$ cat src/rtl/tx_frame_scheduler.sv
// Round-robin scheduler sharing one TxTop UART transmitter among 4 byte requesters.
// Optional macro TXSCHED_PRIO0_EN gives requester 0 fixed top priority over the rotating others.
module tx_frame_scheduler #(
    parameter int CLK_HZ   = 50_000_000,
    parameter int GAP_BITS = 2
) (
    input  logic        clk,
    input  logic        rst,
    input  logic [3:0]  req,
    input  logic [31:0] req_data,
    input  logic [23:0] req_cfg,
    output logic [3:0]  ack,
    output logic [7:0]  tx_data,
    output logic [1:0]  tx_para,
    output logic        tx_s_num,
    output logic        tx_d_num,
    output logic [1:0]  tx_bd_rate,
    output logic        tx_start,
    output logic        busy,
    output logic [1:0]  grant_id,
    output logic        frame_done
);

    localparam int DIV_MAX = CLK_HZ / 1200;
    localparam int CNT_W   = $clog2(DIV_MAX * 12) + 1;

    typedef enum logic [1:0] {
        S_IDLE = 2'd0,
        S_LOAD = 2'd1,
        S_SEND = 2'd2,
        S_GAP  = 2'd3
    } state_t;

    function automatic logic [CNT_W-1:0] div_of(input logic [1:0] rate);
        case (rate)
            2'd0:    div_of = CNT_W'(CLK_HZ / 1200);
            2'd1:    div_of = CNT_W'(CLK_HZ / 2400);
            2'd2:    div_of = CNT_W'(CLK_HZ / 4800);
            default: div_of = CNT_W'(CLK_HZ / 9600);
        endcase
    endfunction

    // Start + data + optional parity + stop bits; para=11 carries no parity bit.
    function automatic logic [3:0] nbits_of(input logic [1:0] para, input logic s_num,
                                            input logic d_num);
        logic [3:0] par_bit;
        par_bit = ((para == 2'b01) || (para == 2'b10)) ? 4'd1 : 4'd0;
        nbits_of = 4'd1 + (d_num ? 4'd8 : 4'd7) + par_bit + (s_num ? 4'd2 : 4'd1);
    endfunction

    state_t            state_q, state_d;
    logic [CNT_W-1:0]  cyc_q, cyc_d;
    logic [3:0]        bit_q, bit_d;
    logic [CNT_W-1:0]  div_q, div_d;
    logic [3:0]        nbits_q, nbits_d;
    logic [1:0]        ptr_q, ptr_d;

    logic [3:0]        ack_q, ack_d;
    logic [7:0]        tx_data_q, tx_data_d;
    logic [1:0]        tx_para_q, tx_para_d;
    logic              tx_s_num_q, tx_s_num_d;
    logic              tx_d_num_q, tx_d_num_d;
    logic [1:0]        tx_bd_rate_q, tx_bd_rate_d;
    logic              tx_start_q, tx_start_d;
    logic              busy_q, busy_d;
    logic [1:0]        grant_q, grant_d;
    logic              frame_done_q, frame_done_d;

    logic              found_s;
    logic [1:0]        win_s;
    logic [7:0]        win_data_s;
    logic [5:0]        win_cfg_s;
    logic              last_cyc_s;

    // Arbiter: lowest rotated offset from ptr wins (descending scan, last write wins).
    always_comb begin
        found_s = |req;
        win_s   = 2'd0;
`ifdef TXSCHED_PRIO0_EN
        if (req[0]) begin
            win_s = 2'd0;
        end else begin
            for (int k = 3; k >= 0; k--) begin
                if (req[ptr_q + 2'(k)] && ((ptr_q + 2'(k)) != 2'd0)) begin
                    win_s = ptr_q + 2'(k);
                end else begin
                    win_s = win_s;
                end
            end
        end
`else
        for (int k = 3; k >= 0; k--) begin
            if (req[ptr_q + 2'(k)]) begin
                win_s = ptr_q + 2'(k);
            end else begin
                win_s = win_s;
            end
        end
`endif
    end

    // Winner byte/config mux.
    always_comb begin
        case (win_s)
            2'd0:    begin win_data_s = req_data[7:0];   win_cfg_s = req_cfg[5:0];   end
            2'd1:    begin win_data_s = req_data[15:8];  win_cfg_s = req_cfg[11:6];  end
            2'd2:    begin win_data_s = req_data[23:16]; win_cfg_s = req_cfg[17:12]; end
            default: begin win_data_s = req_data[31:24]; win_cfg_s = req_cfg[23:18]; end
        endcase
    end

    // FSM state and frame counters register.
    always_ff @(posedge clk) begin
        if (rst) begin
            state_q <= S_IDLE;
            cyc_q   <= '0;
            bit_q   <= 4'd0;
        end else begin
            state_q <= state_d;
            cyc_q   <= cyc_d;
            bit_q   <= bit_d;
        end
    end

    assign last_cyc_s = (cyc_q == (div_q - CNT_W'(1)));

    // Next-state logic: cycle counter wraps every DIV, bit counter steps per wrap.
    always_comb begin
        state_d = state_q;
        cyc_d   = cyc_q;
        bit_d   = bit_q;
        case (state_q)
            S_IDLE: begin
                cyc_d = '0;
                bit_d = 4'd0;
                if (found_s) state_d = S_LOAD;
                else         state_d = S_IDLE;
            end
            S_LOAD: begin
                state_d = S_SEND;
                cyc_d   = '0;
                bit_d   = 4'd0;
            end
            S_SEND: begin
                if (last_cyc_s) begin
                    cyc_d = '0;
                    if (bit_q == (nbits_q - 4'd1)) begin
                        state_d = S_GAP;
                        bit_d   = 4'd0;
                    end else begin
                        bit_d = bit_q + 4'd1;
                    end
                end else begin
                    cyc_d = cyc_q + CNT_W'(1);
                end
            end
            S_GAP: begin
                if (last_cyc_s) begin
                    cyc_d = '0;
                    if (bit_q == 4'(GAP_BITS - 1)) begin
                        state_d = S_IDLE;
                        bit_d   = 4'd0;
                    end else begin
                        bit_d = bit_q + 4'd1;
                    end
                end else begin
                    cyc_d = cyc_q + CNT_W'(1);
                end
            end
            default: begin
                state_d = S_IDLE;
                cyc_d   = '0;
                bit_d   = 4'd0;
            end
        endcase
    end

    // Output/datapath next values; outputs are derived from the next state so they register cleanly.
    always_comb begin
        ack_d        = 4'd0;
        tx_data_d    = tx_data_q;
        tx_para_d    = tx_para_q;
        tx_s_num_d   = tx_s_num_q;
        tx_d_num_d   = tx_d_num_q;
        tx_bd_rate_d = tx_bd_rate_q;
        grant_d      = grant_q;
        ptr_d        = ptr_q;
        div_d        = div_q;
        nbits_d      = nbits_q;
        case (state_q)
            S_IDLE: begin
                if (found_s) begin
                    ack_d        = 4'b0001 << win_s;
                    grant_d      = win_s;
                    tx_data_d    = win_data_s;
                    tx_bd_rate_d = win_cfg_s[5:4];
                    tx_para_d    = win_cfg_s[3:2];
                    tx_s_num_d   = win_cfg_s[1];
                    tx_d_num_d   = win_cfg_s[0];
`ifdef TXSCHED_PRIO0_EN
                    if (win_s != 2'd0) ptr_d = win_s + 2'd1;
                    else               ptr_d = ptr_q;
`else
                    ptr_d = win_s + 2'd1;
`endif
                end else begin
                    ack_d = 4'd0;
                end
            end
            S_LOAD: begin
                div_d   = div_of(tx_bd_rate_q);
                nbits_d = nbits_of(tx_para_q, tx_s_num_q, tx_d_num_q);
            end
            default: begin
                ack_d = 4'd0;
            end
        endcase
        tx_start_d   = (state_d == S_SEND) && (bit_d == 4'd0);
        busy_d       = (state_d != S_IDLE);
        frame_done_d = (state_d == S_GAP) && (cyc_d == (div_q - CNT_W'(1)))
                       && (bit_d == 4'(GAP_BITS - 1));
    end

    // Output and datapath registers.
    always_ff @(posedge clk) begin
        if (rst) begin
            ack_q        <= 4'd0;
            tx_data_q    <= 8'd0;
            tx_para_q    <= 2'd0;
            tx_s_num_q   <= 1'b0;
            tx_d_num_q   <= 1'b0;
            tx_bd_rate_q <= 2'd0;
            tx_start_q   <= 1'b0;
            busy_q       <= 1'b0;
            grant_q      <= 2'd0;
            frame_done_q <= 1'b0;
            ptr_q        <= 2'd0;
            div_q        <= CNT_W'(1);
            nbits_q      <= 4'd1;
        end else begin
            ack_q        <= ack_d;
            tx_data_q    <= tx_data_d;
            tx_para_q    <= tx_para_d;
            tx_s_num_q   <= tx_s_num_d;
            tx_d_num_q   <= tx_d_num_d;
            tx_bd_rate_q <= tx_bd_rate_d;
            tx_start_q   <= tx_start_d;
            busy_q       <= busy_d;
            grant_q      <= grant_d;
            frame_done_q <= frame_done_d;
            ptr_q        <= ptr_d;
            div_q        <= div_d;
            nbits_q      <= nbits_d;
        end
    end

    assign ack        = ack_q;
    assign tx_data    = tx_data_q;
    assign tx_para    = tx_para_q;
    assign tx_s_num   = tx_s_num_q;
    assign tx_d_num   = tx_d_num_q;
    assign tx_bd_rate = tx_bd_rate_q;
    assign tx_start   = tx_start_q;
    assign busy       = busy_q;
    assign grant_id   = grant_q;
    assign frame_done = frame_done_q;

endmodule

$ cat config.mk
export PLATFORM = sky130hd
export DESIGN_NAME = tx_frame_scheduler
export DESIGN_NICKNAME = d
export VERILOG_FILES = /design/src/rtl/tx_frame_scheduler.sv
export SDC_FILE = /design/constraint.sdc
export NUM_CORES = 1
export LEC_CHECK = 0
export CAP_MARGIN = 30
export CORE_MARGIN = 1.5
export CORE_UTILIZATION = 45
export CTS_CLUSTER_DIAMETER = 100
export DETAILED_ROUTE_END_ITERATION = 12
export GPL_ROUTABILITY_DRIVEN = 0
export PLACE_DENSITY = 0.7
export REMOVE_ABC_BUFFERS = 1
export SYNTH_ARGS = -nofsm -noshare
export SYNTH_HDL_FRONTEND = slang
export SYNTH_SLANG_ARGS = --single-unit
$ cat constraint.sdc
create_clock -name clk -period 4 [get_ports clk]
set_input_delay 0.8 -clock clk [delete_from_list [all_inputs] [get_ports clk]]
set_output_delay 0.8 -clock clk [all_outputs]
set_load 0.05 [all_outputs]
* Yosys cells after proc, flatten, opt, wreduce, memory -nomap -nowiden
Cells that the tools add are included.
** Word-level totals
- Output and inout bits :: 23
- Word-level logic and storage cells :: 95
- Bits in registers :: 75
** Cells by class
- Shifts and indexed selects :: 1
- $add $sub $neg :: 11
- Order comparisons :: 4
- Reduce and logical (&&, ||, !) cells :: 14
- Bitwise operators :: 2
- Eq/ne operators :: 16
- Mux-type cells :: 31
** Operators by type and width (number)
- 16-bit case mux with 3 select lines :: 1
- 20-bit equality test :: 2
- 20-bit case mux with 2 select lines :: 1
- 8-bit case mux with 3 select lines :: 1
- 20-bit by 1-bit adder with 20-bit output (second input constant) :: 1
- 20-bit 2-to-1 mux :: 1
- 4-bit 2-to-1 mux :: 5
- 20-bit by 1-bit subtractor with 20-bit output (second input constant) :: 1
- 2-bit 2-to-1 mux :: 9
- 6-bit case mux with 3 select lines :: 1
- 2-bit equality test (second input constant) :: 7
- 2-bit by 3-bit less-than comparator with 1-bit output (second input constant) :: 4
- 4-bit case mux with 3 select lines :: 1
- 1-bit binary-select mux with 2-bit select :: 4
- 2-bit by 1-bit equality test with 1-bit output (second input constant) :: 4
- 4-bit by 1-bit equality test with 1-bit output (second input constant) :: 2
- 2-bit case mux with 4 select lines :: 1
- 2-bit logical NOT :: 3
- 1-bit 2-to-1 mux :: 6
- 1-bit by 4-bit adder with 4-bit output (first input constant) :: 1
- 2-bit by 1-bit adder with 2-bit output (second input constant) :: 2
- 2-bit adder (second input constant) :: 2
- 4-bit by 1-bit adder with 4-bit output :: 1
- 4-bit by 1-bit adder with 4-bit output (second input constant) :: 1
- 13 further kinds :: 17

* Logic depth before layout (Yosys ltp)
- Word-level depth :: 9
- Mapped depth :: 14
- Gate-level depth less buffers :: 12

* Worst setup path before layout
No wires, ideal clock.
- Path kind :: register to register
- Start point :: reg div_q[9]
- End point :: reg frame_done_q, in the netlist frame_done
- Period minus slack after synthesis :: 3.638 ns
- Data required time :: 3.908 ns
- Setup slack :: 0.362 ns
- Arrival time :: 3.546 ns
- Setup time :: 0.092 ns
- Path buffers :: 2
- Stages on the path, launching flop included :: 15
- Cells stage by stage :: dfxtp_1 clkbuf_1 inv_1 ha_1 ha_1 or4b_1 or3_4 a32oi_1 a211oi_2 and4_1 buf_6 or3_1 a2111oi_0 o2111ai_1 nor4_1
** On the way
- Cells in the longest elaborated chain, start to end :: 7
- Elaborated cells on any way between the ends :: 15
** RTL lines
- from (decl) :: line 54 : logic [CNT_W-1:0] div_q, div_d;
- from (signal assigned) :: line 252 : div_q <= div_d;
- 20-bit by 1-bit subtractor with 20-bit output (*) :: line 125, 220
- 20-bit equality test :: line 125 : assign last_cyc_s = (cyc_q == (div_q - CNT_W'(1)));
- 20-bit 2-to-1 mux, or another cell as far along :: line 145, 158
- 20-bit case mux with 2 select lines / 2-bit case mux with 4 select lines (equally long branches) :: line 132 : case (state_q)
- 20-bit equality test / 2-bit equality test (equally long branches) :: line 220 : frame_done_d = (state_d == S_GAP) && (cyc_d == (div_q - CNT_W'(1)))
- 1-bit logical AND :: line 220
- 1-bit logical AND (*) :: line 221 : && (bit_d == 4'(GAP_BITS - 1));
- to (signal assigned) :: line 250 : frame_done_q <= frame_done_d;
- to (decl) :: line 67 : logic frame_done_q, frame_done_d;
Mark *: on every way between the ends. The rest lies on a longest branch, timed or not.
A chain may end at the register's enable or synchronous reset.

* Worst setup path after layout
- Start point :: reg div_q[0]
- End point :: reg frame_done_q, in the netlist frame_done
The elaborated chain is that of the path after synthesis.

==> run metrics <==
Yosys cell types 69; ranking of synthesized cells by area dfxtp_1 29%, nand2_1 6.3%, ha_1 5.8%; met2 usage 0.384; FILL cells 922; dominant cell type by area after synthesis dfxtp_1; Critical Path RT 4.26 ns; Worst Path Arrival 4.08 ns; Num Clock Sinks 65; drt first pass iters 8; Rel. slew slack 0.380; CTS Buf Count 9; WL/cell 16.3 um; Critical path buffers and inverters 1; hold crit path type register to register; Final Skew 0.00871 ns; initial antenna violation count 0; ys async rst share 0; CTS tree yes; Worst-path clk slew 0.07 ns; Synth Register Bits 65; first-pass GRT wire length 20300 um; Worst-Margin Slew 0.927 ns; Critical Path Source Type register; # IOs 85; grt met1 use 0.331; Synth top area share 0.289; maximum clock rate 262 MHz; setup TNS 0 ns; Syn Std Cell Area 4500 um2; fin cells 799; yosys warns 0; Power, Total 2.60 mW; Post-Syn Area per Cell 7.65 um2; CTS H-tree depth 3; clk root buf clkbuf_8; maximum fanout along the worst path 8; largest net degree at the start of global routing 29; M3 GR Usage 0.0712; Die Y 103 um; Static Leak 2.11 nW; final WL 13100 um; Die X 103 um; Crit path top cell by count ha_1; Post-route DRC 0; max-slew violations 0; fin nets 745; number of global-route vias before repair 4255; final setup vio count 0; critical path's largest stage delay 0.53 ns; GRT busiest layer met2; Placed Instances 783; Power Dens Cells 456 nW/um2; clock latency on the worst-skew pair 0.35 ns; status completed; CORE AREA 9730 um2; top-count cell post-synth nand2_1; via count 4677; Crit Path Class register to register; Post-CTS Hold Buffers 0; share of cells above drive strength 1 0.0601; worst path cell trace inv_1 -> ha_1 -> ha_1 -> or4b_1 -> or3_4 -> a32oi_1 -> a211oi_2 -> and4_1 -> or3_1 -> a2111oi_1 -> o2111ai_1 -> nor4_1; ys flop type dfxtp_1; num rows 36; CTS Buffer Depth 2; synthesis-to-finish area growth 26.9%; number of flops mapped to enable cells by yosys 0; CP Capture Type register; VDD IR-drop max 0.206 mV; initial DRC count 319; final worst-path cycle share 0.955; CP top delay family simple AND/OR/NAND/NOR gates; fin crit period 3.82 ns; diode count 0; GR Overflow Total 0; DP HPWL 10200 um; maxcap violations 0; Die ar. 10600 um2; CP max stage cell or4b_1; Initial Utilization 0.462; register area share after synthesis 0.289; Mapped Cells 588; Final Hold Viols 0; Final ANT Viol Nets 0; gr usage total 0.247; Vias per Instance 5.85; IO Port Bufs 84; most frequent cells after synthesis 76 x nand2_1, 65 x dfxtp_1, 58 x nor2_1
[routing by layer]
layer  part of all wire  wire (um)
met4              0.020        255
met5                  0          0
met2               0.46       5970
met1               0.44       5720
met3              0.085       1110
[tightest hold or removal path, stage by stage (launching register included)]
cell and delay [ns]:
dfxtp_1 0.31, nand2_1 0.05, a21oi_1 0.05
[final cells by class]
cell class	instances	area, um2	share of cell area
Sequential cell	65	1300	0.228
Clock inverter	2	60.1	0.0105
Tap cell	133	166	0.0291
Inverter	32	120	0.0210
Timing Repair Buffer	97	938	0.164
Clock buffer	14	163	0.0285
Multi-Input combinational cell	456	2960	0.519
[registers in the layout, summed over array words and instances, names as in the netlist, 4 cells and up]
signal / cells
ack: 4
nbits_q: 4
tx_data: 8
bit_q: 4
div_q: 10
cyc_q: 20
[placed cells by master, fill, tap and decap left out, drive strengths merged, types with 6 or more instances in the layout]
cell type and count:
nand2 76, nand2b 6, dfxtp 65, inv 32, nand4 16, a21oi 37, xnor2 30, o21ai 21
a31oi 11, nor2b 6, clkbuf 14, xor2 22, nor2 58, clkdlybuf4s50 84, a222oi 14, or3 8
and3 6, ha 21, nand3 16, buf 13, nor3 22, nor4 10
[through the flow]
step	utilization	cell area [um2]	hold slack (ns)	setup slack, ns
after floorplan	-	4360	0.438	0.387
after global placement	0.562	5470	0.439	0.390
after detailed placement	0.562	5470	0.449	0.180
after CTS	0.585	5690	0.460	0.160
after global routing	0.587	5710	0.485	-0.0697
final	0.587	5710	0.458	0.179
[power breakdown]
group	internal [mW]	leakage [nW]	switching, mW
clock network	0.386	0.111	0.252
logic	0.477	1.47	0.686
registers	0.715	0.530	0.0849
[cell families after synthesis]
kind of cell	share of synthesized area
DFF	0.289
and+or+nand+nor	0.280
AOI/OAI and AO/OA	0.194
buffers and inverters	0.0584
adders and majority gates	0.0628
xor gates and xnor gates	0.106
muxes	0.00918
[worst paths after layout]
| kind | start | endpoint | slack, ns | cells after the start |
|---|---|---|---|---|
| max | div_q[0] | frame_done | 0.18 | 12 |
| min | tx_data[6] | tx_data[6] | 0.46 | 2 |
| max reg2reg | div_q[0] | frame_done | 0.18 | 12 |
| min reg2reg | tx_data[6] | tx_data[6] | 0.46 | 2 |
[what timing repair did]
item / 4_1_cts / 5_1_grt
gates resized for setup: 0 / 3
setup endpoints to repair: 0 / 2
setup buffers: 0 / 0
No activity file was read; power rests on OpenSTA's default activity.
